## config.mk

```make
export PLATFORM = sky130hd
export DESIGN_NAME = adder_32bit
export DESIGN_NICKNAME = d
export VERILOG_FILES = /design/src/rtl/adder_pkg.sv /design/src/rtl/adder_32bit_cla_4bit.sv /design/src/rtl/adder_32bit.sv
export SDC_FILE = /design/constraint.sdc
export NUM_CORES = 1
export LEC_CHECK = 0
export ABC_AREA = 1
export CELL_PAD_IN_SITES_DETAIL_PLACEMENT = 0
export CELL_PAD_IN_SITES_GLOBAL_PLACEMENT = 1
export CORE_ASPECT_RATIO = 1.5
export CORE_MARGIN = 4
export CORE_UTILIZATION = 34
export DETAILED_ROUTE_END_ITERATION = 10
export GPL_TIMING_DRIVEN = 1
export PLACE_DENSITY = 0.83
export SLEW_MARGIN = 30
export SYNTH_ARGS = -nofsm -noshare
export SYNTH_HDL_FRONTEND = slang
export SYNTH_SLANG_ARGS = --single-unit
```

## constraint.sdc

```tcl
create_clock -name clk -period 1.8 [get_ports clk]
set_input_delay 0.36 -clock clk [delete_from_list [all_inputs] [get_ports clk]]
set_output_delay 0.36 -clock clk [all_outputs]
set_load 0.02 [all_outputs]
```

## src/rtl/adder_pkg.sv

```systemverilog
// Shared constants and types for the registered carry-lookahead adder.
// Imported by the adder top and its 4-bit lookahead blocks.
package adder_pkg;

    localparam int ADDER_WIDTH = 32;
    localparam int CLA_BLOCK   = 4;

    typedef struct packed {
        logic cout;
        logic overflow;
        logic zero;
    } adder_flags_t;

endpackage

```

## src/rtl/adder_32bit_cla_4bit.sv

```systemverilog
// 4-bit carry-lookahead block: full lookahead on the internal carries,
// plus block propagate/generate for a future second lookahead level.
module cla_4bit
    import adder_pkg::*;
(
    input  logic [CLA_BLOCK-1:0] a,
    input  logic [CLA_BLOCK-1:0] b,
    input  logic                 ci,
    output logic [CLA_BLOCK-1:0] s,
    output logic                 co,
    output logic                 p_blk,
    output logic                 g_blk
);

    logic [3:0] w_g;
    logic [3:0] w_p;
    logic [4:0] w_c;

    assign w_g = a & b;
    assign w_p = a ^ b;

    // Each carry expanded directly from ci, no internal ripple.
    assign w_c[0] = ci;
    assign w_c[1] = w_g[0]
                  | (w_p[0] & ci);
    assign w_c[2] = w_g[1]
                  | (w_p[1] & w_g[0])
                  | (w_p[1] & w_p[0] & ci);
    assign w_c[3] = w_g[2]
                  | (w_p[2] & w_g[1])
                  | (w_p[2] & w_p[1] & w_g[0])
                  | (w_p[2] & w_p[1] & w_p[0] & ci);

    assign p_blk  = &w_p;
    assign g_blk  = w_g[3]
                  | (w_p[3] & w_g[2])
                  | (w_p[3] & w_p[2] & w_g[1])
                  | (w_p[3] & w_p[2] & w_p[1] & w_g[0]);

    assign w_c[4] = g_blk | (p_blk & ci);

    assign s  = w_p ^ w_c[3:0];
    assign co = w_c[4];

endmodule

```

## src/rtl/adder_32bit.sv

```systemverilog
// Registered adder: ripple of 4-bit lookahead blocks, one-cycle latency,
// carry-out, signed overflow and zero flags captured with the sum.
module adder_32bit
    import adder_pkg::*;
#(
    parameter int WIDTH = ADDER_WIDTH
) (
    input  logic             clk,
    input  logic             rst,
    input  logic             in_valid,
    input  logic [WIDTH-1:0] a,
    input  logic [WIDTH-1:0] b,
    input  logic             cin,
    output logic             out_valid,
    output logic [WIDTH-1:0] sum,
    output logic             cout,
    output logic             overflow,
    output logic             zero
);

    localparam int NBLK = WIDTH / CLA_BLOCK;
    localparam int MSB  = WIDTH - 1;

    logic [NBLK:0]    w_carry;
    logic [WIDTH-1:0] w_sum;
    logic [NBLK-1:0]  w_unused_p;
    logic [NBLK-1:0]  w_unused_g;
    adder_flags_t     w_flags;

    logic             r_valid;
    logic [WIDTH-1:0] r_sum;
    adder_flags_t     r_flags;

    assign w_carry[0] = cin;

    for (genvar gi = 0; gi < NBLK; gi++) begin : g_cla
        cla_4bit u_cla (
            .a     (a[gi*CLA_BLOCK +: CLA_BLOCK]),
            .b     (b[gi*CLA_BLOCK +: CLA_BLOCK]),
            .ci    (w_carry[gi]),
            .s     (w_sum[gi*CLA_BLOCK +: CLA_BLOCK]),
            .co    (w_carry[gi+1]),
            .p_blk (w_unused_p[gi]),
            .g_blk (w_unused_g[gi])
        );
    end

    assign w_flags.cout     = w_carry[NBLK];
    assign w_flags.overflow = (a[MSB] == b[MSB])
                           && (w_sum[MSB] != a[MSB]);
    assign w_flags.zero     = (w_sum == '0);

    always_ff @(posedge clk or posedge rst) begin
        if (rst) begin
            r_valid <= 1'b0;
            r_sum   <= '0;
            r_flags <= '0;
        end else begin
            r_valid <= in_valid;
            // Results hold while idle so inputs may be X then.
            if (in_valid) begin
                r_sum   <= w_sum;
                r_flags <= w_flags;
            end
        end
    end

    assign out_valid = r_valid;
    assign sum       = r_sum;
    assign cout      = r_flags.cout;
    assign overflow  = r_flags.overflow;
    assign zero      = r_flags.zero;

endmodule

```

# ---- Word-level counts from Yosys, hierarchy flattened
# Index checks and enable logic that the tools add are counted.
dict set report word_totals {
  ff_bits 36
  wordCells 241
  input_bits 68
}
dict set report op_classes {
  eq_ne 2
  bitwise_logic 224
  n_reduce_logical 10
}
# cell count
set op_table {}
lappend op_table {{bitwise AND 1 bit} 120}
lappend op_table {{bitwise OR 1 bit} 80}
lappend op_table {{bitwise XOR 4 bit} 16}
lappend op_table {{bitwise AND 4 bit} 8}
lappend op_table {{logical NOT 32 bit} 1}
lappend op_table {{AND reduction 4 bit} 8}
lappend op_table {{== test 1 bit} 1}
lappend op_table {{logical AND 1 bit} 1}
lappend op_table {{!= test 1 bit} 1}

# ---- Depth between registers and ports, before layout
dict set report logic_depth {
  word_depth 23
  mapped_depth 36
  mapped_depth_nobuf 36
}

# ---- Modules after synthesis
# Synthesis repeated with hierarchy kept, for this count alone.
dict set report hier_totals {
  hier_cells 473
  hier_area_um2 3156.8
}
# module cells_each seq_area_each_um2 area_per_inst_um2 n_inst
set by_module_without_submodules {}
lappend by_module_without_submodules {cla_4bit 37 0.0 210.2 8}
lappend by_module_without_submodules {adder_32bit 177 900.9 1475.2 1}

# ---- Worst setup path after synthesis
# Ideal clock, no wire load.
dict set report synth_path {
  path_kind {input to register}
  from {in a[7]}
  to {reg r_flags (netlist bit zero)}
  t_arrival_ps 3441
  path_slack_ps -1706
  t_required_ps 1734
  path_buffers 0
  cell_stages 32
  path_cell_list {ha_1 -> a21oi_1 -> nand2_1 -> nor2_1 -> nand2_4 -> nand2_2 -> nand2_2 -> nand2_2 -> nand2_4 -> nand2_2 -> nand2_4 -> nand2_2 -> nand2_2 -> nand2_2 -> nand2_2 -> fa_1 -> or2_1 -> nor2_1 -> nand2_1 -> nor2_1 -> nand3_1 -> nor2_1 -> nand3_1 -> nor2_1 -> nand3_1 -> nor2_1 -> nand3_1 -> nor2_1 -> nand3_1 -> nor2_1 -> nand2_1 -> nand2_1}
}
dict set report synth_between {
  elab_cells_between_ends 67
}
# item line_no
set synth_rtl {}
lappend synth_rtl {{start: declaration} adder_32bit.sv:11} ;# input logic [WIDTH-1:0] a,
lappend synth_rtl {{bitwise XOR 4 bit} adder_32bit_cla_4bit.sv:20} ;# assign w_p = a ^ b;
lappend synth_rtl {{bitwise AND 1 bit (on tied branches)} {adder_32bit_cla_4bit.sv:36, adder_32bit_cla_4bit.sv:37, adder_32bit_cla_4bit.sv:38}}
lappend synth_rtl {{bitwise OR 1 bit (tied with other cells)} adder_32bit_cla_4bit.sv:36} ;# | (w_p[3] & w_g[2])
lappend synth_rtl {{bitwise OR 1 bit or bitwise AND 1 bit (tied branches)} {adder_32bit_cla_4bit.sv:37, adder_32bit_cla_4bit.sv:38}}
lappend synth_rtl {{bitwise OR 1 bit} adder_32bit_cla_4bit.sv:38} ;# | (w_p[3] & w_p[2] & w_p[1] & w_g[0]);
lappend synth_rtl {{bitwise OR 1 bit (*)} adder_32bit_cla_4bit.sv:40} ;# assign w_c[4] = g_blk | (p_blk & ci);
lappend synth_rtl {{bitwise AND 1 bit (*)} adder_32bit_cla_4bit.sv:40}
lappend synth_rtl {{bitwise OR 1 bit (*)} adder_32bit_cla_4bit.sv:40}
lappend synth_rtl {{[3 not listed]} n/a}
lappend synth_rtl {{bitwise OR 1 bit (*)} adder_32bit_cla_4bit.sv:40}
lappend synth_rtl {{bitwise AND 1 bit (*)} adder_32bit_cla_4bit.sv:40}
lappend synth_rtl {{bitwise OR 1 bit (*)} adder_32bit_cla_4bit.sv:40}
lappend synth_rtl {{bitwise AND 1 bit (*)} adder_32bit_cla_4bit.sv:40}
lappend synth_rtl {{bitwise OR 1 bit (*)} adder_32bit_cla_4bit.sv:40}
lappend synth_rtl {{bitwise XOR 4 bit (*)} adder_32bit_cla_4bit.sv:42} ;# assign s = w_p ^ w_c[3:0];
lappend synth_rtl {{net g_cla[7].u_cla.s[0]} adder_32bit_cla_4bit.sv:9} ;# output logic [CLA_BLOCK-1:0] s,
lappend synth_rtl {{logical NOT 32 bit (*)} adder_32bit.sv:51} ;# assign w_flags.zero = (w_sum == '0);
lappend synth_rtl {{end signal: assignment} adder_32bit.sv:63} ;# r_flags <= w_flags;
lappend synth_rtl {{end: declaration} adder_32bit.sv:32} ;# adder_flags_t r_flags;
# Mark *: on every way through the listed nets, which the timed path passes. The rest lies on a longest branch.
# A chain may end at the register's enable or synchronous reset.

# ---- Final worst setup path
dict set report layout_path {
  from {in a[2]}
  to {reg r_flags (netlist bit zero)}
}
dict set report layout_between {
  elab_cells_between_ends 84
}
# item line_no
set layout_rtl {}
lappend layout_rtl {{bitwise AND 4 bit or bitwise XOR 4 bit (tied branches)} {adder_32bit_cla_4bit.sv:19, adder_32bit_cla_4bit.sv:20}}
lappend layout_rtl {{bitwise AND 1 bit (on tied branches)} {adder_32bit_cla_4bit.sv:36, adder_32bit_cla_4bit.sv:37, adder_32bit_cla_4bit.sv:38}}
lappend layout_rtl {{bitwise OR 1 bit (tied with other cells)} adder_32bit_cla_4bit.sv:36}
lappend layout_rtl {{bitwise OR 1 bit or bitwise AND 1 bit (tied branches)} {adder_32bit_cla_4bit.sv:37, adder_32bit_cla_4bit.sv:38}}
lappend layout_rtl {{bitwise OR 1 bit} adder_32bit_cla_4bit.sv:38}
lappend layout_rtl {{bitwise OR 1 bit (*)} adder_32bit_cla_4bit.sv:40}
lappend layout_rtl {{bitwise AND 1 bit (*)} adder_32bit_cla_4bit.sv:40}
lappend layout_rtl {{bitwise OR 1 bit (*)} adder_32bit_cla_4bit.sv:40}
lappend layout_rtl {{[5 not listed]} n/a}
lappend layout_rtl {{bitwise OR 1 bit (*)} adder_32bit_cla_4bit.sv:40}
lappend layout_rtl {{bitwise AND 1 bit (*)} adder_32bit_cla_4bit.sv:40}
lappend layout_rtl {{bitwise OR 1 bit (*)} adder_32bit_cla_4bit.sv:40}
lappend layout_rtl {{bitwise AND 1 bit (*)} adder_32bit_cla_4bit.sv:40}
lappend layout_rtl {{bitwise OR 1 bit (*)} adder_32bit_cla_4bit.sv:40}
lappend layout_rtl {{bitwise XOR 4 bit (*)} adder_32bit_cla_4bit.sv:42}
lappend layout_rtl {{net g_cla[7].u_cla.s[0]} adder_32bit_cla_4bit.sv:9}
lappend layout_rtl {{logical NOT 32 bit (*)} adder_32bit.sv:51}
# Marked as above.

==> results.md <==
* Outcome: complete, but fails checks
* Failing checks: negative setup slack
* Root Buffer: clkbuf_16
* Pin count of the biggest net entering global routing at 37
* Post-layout net count at 684
* Register area share after synthesis at 31.3%
* Detailed Route WL at 9.09 mm
* CTS tree: done
* CP Capture Type: flop
* Pwr per Cell Area at 709 nW/um^2
* Max-slew violations at 0
* Slowest stage cell, crit path: fa_1
* CTS buffer count at 5
* Core Footprint at 8110 um^2
* DP Area at 4580 um^2
* Final hold vios at 0
* First-pass GRT wire length at 15.2 mm
* Die footprint at 10000 um^2
* Mean area per synthesized cell at 7.37 um^2
* Port-buffer cells at 103
* Htree depth at 2
* Area delta synth->final at 86.0%
* Pwr Total at 3.79 mW
* Diodes inserted at 0
* Wire per inst at 13.3 um
* Hold Path Cell Cnt at 2
* Num rows at 40
* Final critical-path share of the clock period at 194%
* Fin area at 5350 um^2
* CTS sink cnt at 36
* Iteration-0 DRC Markers at 87
* Reg clk slew, reported paths at 60 ps
* Most used DFF post-synth: dfrtp_1
* Data required, critical path at 2010 ps
* Maximum fanout along the worst path at 2
* Setup violations, final at 20
* Tmin final at 3490 ps
* Number of top-level pins at 104
* Fmax at 286 MHz
* ANT nets after route at 0
* Yosys warns at 0
* Worst endpoint data arrival time at 3700 ps
* Vias at 3212
* Lkg Pwr at 2.60 nW
* CP most frequent cell: nand2_4
* Die Height at 121 um
* Worst hold path class: reg -> reg
* Startpoint Class: input pin
* Initial antenna violation count at 0
* Synth Register Bits at 36
* Non-Filler Instances at 682
* Clock buffer depth at 2
* CTS Hold Bufs at 0
* Syn Nets at 498
* Layout cells sized above 1 at 38.1%
* Yosys cell types at 27
* Hold WS at 475 ps
* Util after Layout at 65.9%
* Placed insts at 648
* Max VDD drop at 0.458 mV
* Vias in the first global route at 3383
* DRT Pass-1 Iters at 4
* GRT Resource Usage Total at 18.3%
* EDFF count, synth at 0
* Die Wd at 83.1 um
* Final HPWL DP at 6.92 mm
* Vias per cell at 4.71
* Pre-CTS setup slack at -2370 ps
* Max incr delay on CP at 410 ps
* Remaining Overflow, GRT at 0
* Worst-Margin Slew at 470 ps
* Initial Util at 35.4%
* Kind of critical path: in -> reg
* Synthesized area at 2870 um^2
* Post-synth ARST share at 100%
* Drc violations at 0
* Final Worst Setup Slack at -1690 ps
* Gpl congestion at 0.849
* Worst r2r path cells at 2
* Final Skew at 0 ps
* TNS Setup at -6710 ps
* Worst skew pair latency at 270 ps
* Rel. slew slack at 68.7%
* Mapped Cells at 390
* Max-cap violations at 0
* RSZ-0062 raised after global routing: yes
## worst max-delay path: cells and delay by family
family	cells	cell delay [ps]
simple gates	31	2500
buf+inv	2	160
fa+ha+maj	2	690
## cells in the mapped netlist (3+ instances only)
library cell | number | area [um^2]
nand2_1 | 120 | 450
inv_1 | 43 | 161
nor2_1 | 37 | 139
dfrtp_1 | 36 | 901
ha_1 | 32 | 400
nand3_1 | 22 | 110
o21ai_0 | 15 | 75.1
a21oi_1 | 13 | 65.1
nand2_2 | 13 | 81.3
a31oi_1 | 11 | 68.8
fa_1 | 8 | 160
nor3_1 | 7 | 35.0
clkbuf_1 | 6 | 22.5
xor2_1 | 5 | 43.8
nand2_4 | 3 | 33.8
nand4_1 | 3 | 18.8
o21bai_1 | 3 | 22.5
## report_power, final
| group | total [mW] | internal [mW] | switching, mW |
|---|---|---|---|
| Combinational | 1.81 | 0.909 | 0.897 |
| Clock | 0.961 | 0.651 | 0.311 |
| Sequential | 1.02 | 0.942 | 0.0808 |
## placed cells by master, fill, tap and decap left out, types with 3 or more instances in the layout
cell type and instances:
nand4_1 3, clkdlybuf4s50_1 62, ha_4 19, buf_4 78, nor3_2 3, a21oi_4 3
clkbuf_16 5, a21oi_2 7, nand3_1 16, ha_1 11, dlygate4sd2_1 17, nand2_4 15
nand2_1 102, inv_1 33, buf_6 11, nor2_1 32, nand3_2 5, o21ai_0 11
clkdlybuf4s15_1 4, a31oi_1 9, inv_2 11, dfrtp_1 36, nor2_2 4, a21oi_1 4
buf_2 12, fa_2 6, xor2_2 4, nand2_2 19
## cell families (layout without fill, tap and decap cells)
kind of cell / count (synthesis) / after routing / synth area share [%]
adder cells (fa/ha/maj): 40 / 40 / 19.5
flip-flops: 36 / 36 / 31.3
buffers and inverters: 53 / 240 / 6.97
XOR/XNOR: 5 / 5 / 1.52
AO/OA/AOI/OAI: 46 / 46 / 9.14
AND/OR/NAND/NOR: 210 / 210 / 31.5
## flip-flops by register name, summed over array words and instances, names as in the netlist
name,cells
sum,32
zero,1
cout,1
overflow,1
out_valid,1
## layer usage
layer	part of all wire, %	global-route usage (%)	wire length [um]	up-vias
met4	2.8	6.34	252	0
met3	3.5	3.20	322	21
met5	0	0	0	-
met2	58	36.2	5230	74
met1	36	19.1	3280	1489
li1	-	-	-	1628
## final cells by class
type | instances | area [um^2]
multi-input combinational | 301 | 2370
clock inverter | 2 | 35.0
clock buffer | 6 | 129
inverter | 46 | 178
tap | 105 | 131
fill | 694 | 2760
sequential | 36 | 901
timing repair buffer | 186 | 1600
## worst paths after layout
path	endpoint	slack (ps)	start
worst max-delay path	zero	-1690	a[2]
max in group asynchronous	sum[26]	970	rst
worst min-delay path	overflow	470	overflow
worst min register to register	overflow	470	overflow
min in group asynchronous	sum[29]	500	rst
worst max register to register	sum[3]	1080	sum[3]
## timing repair
item / in CTS / in global routing
gates resized for setup: 177 / 36
setup endpoints to repair: 28 / 26
buffers inserted: 33 / 8
gates cloned: 0 / 0
pin swaps: 55 / 16
hold endpoints to repair: 0 / 0
Power figures use the tool's default switching activity.
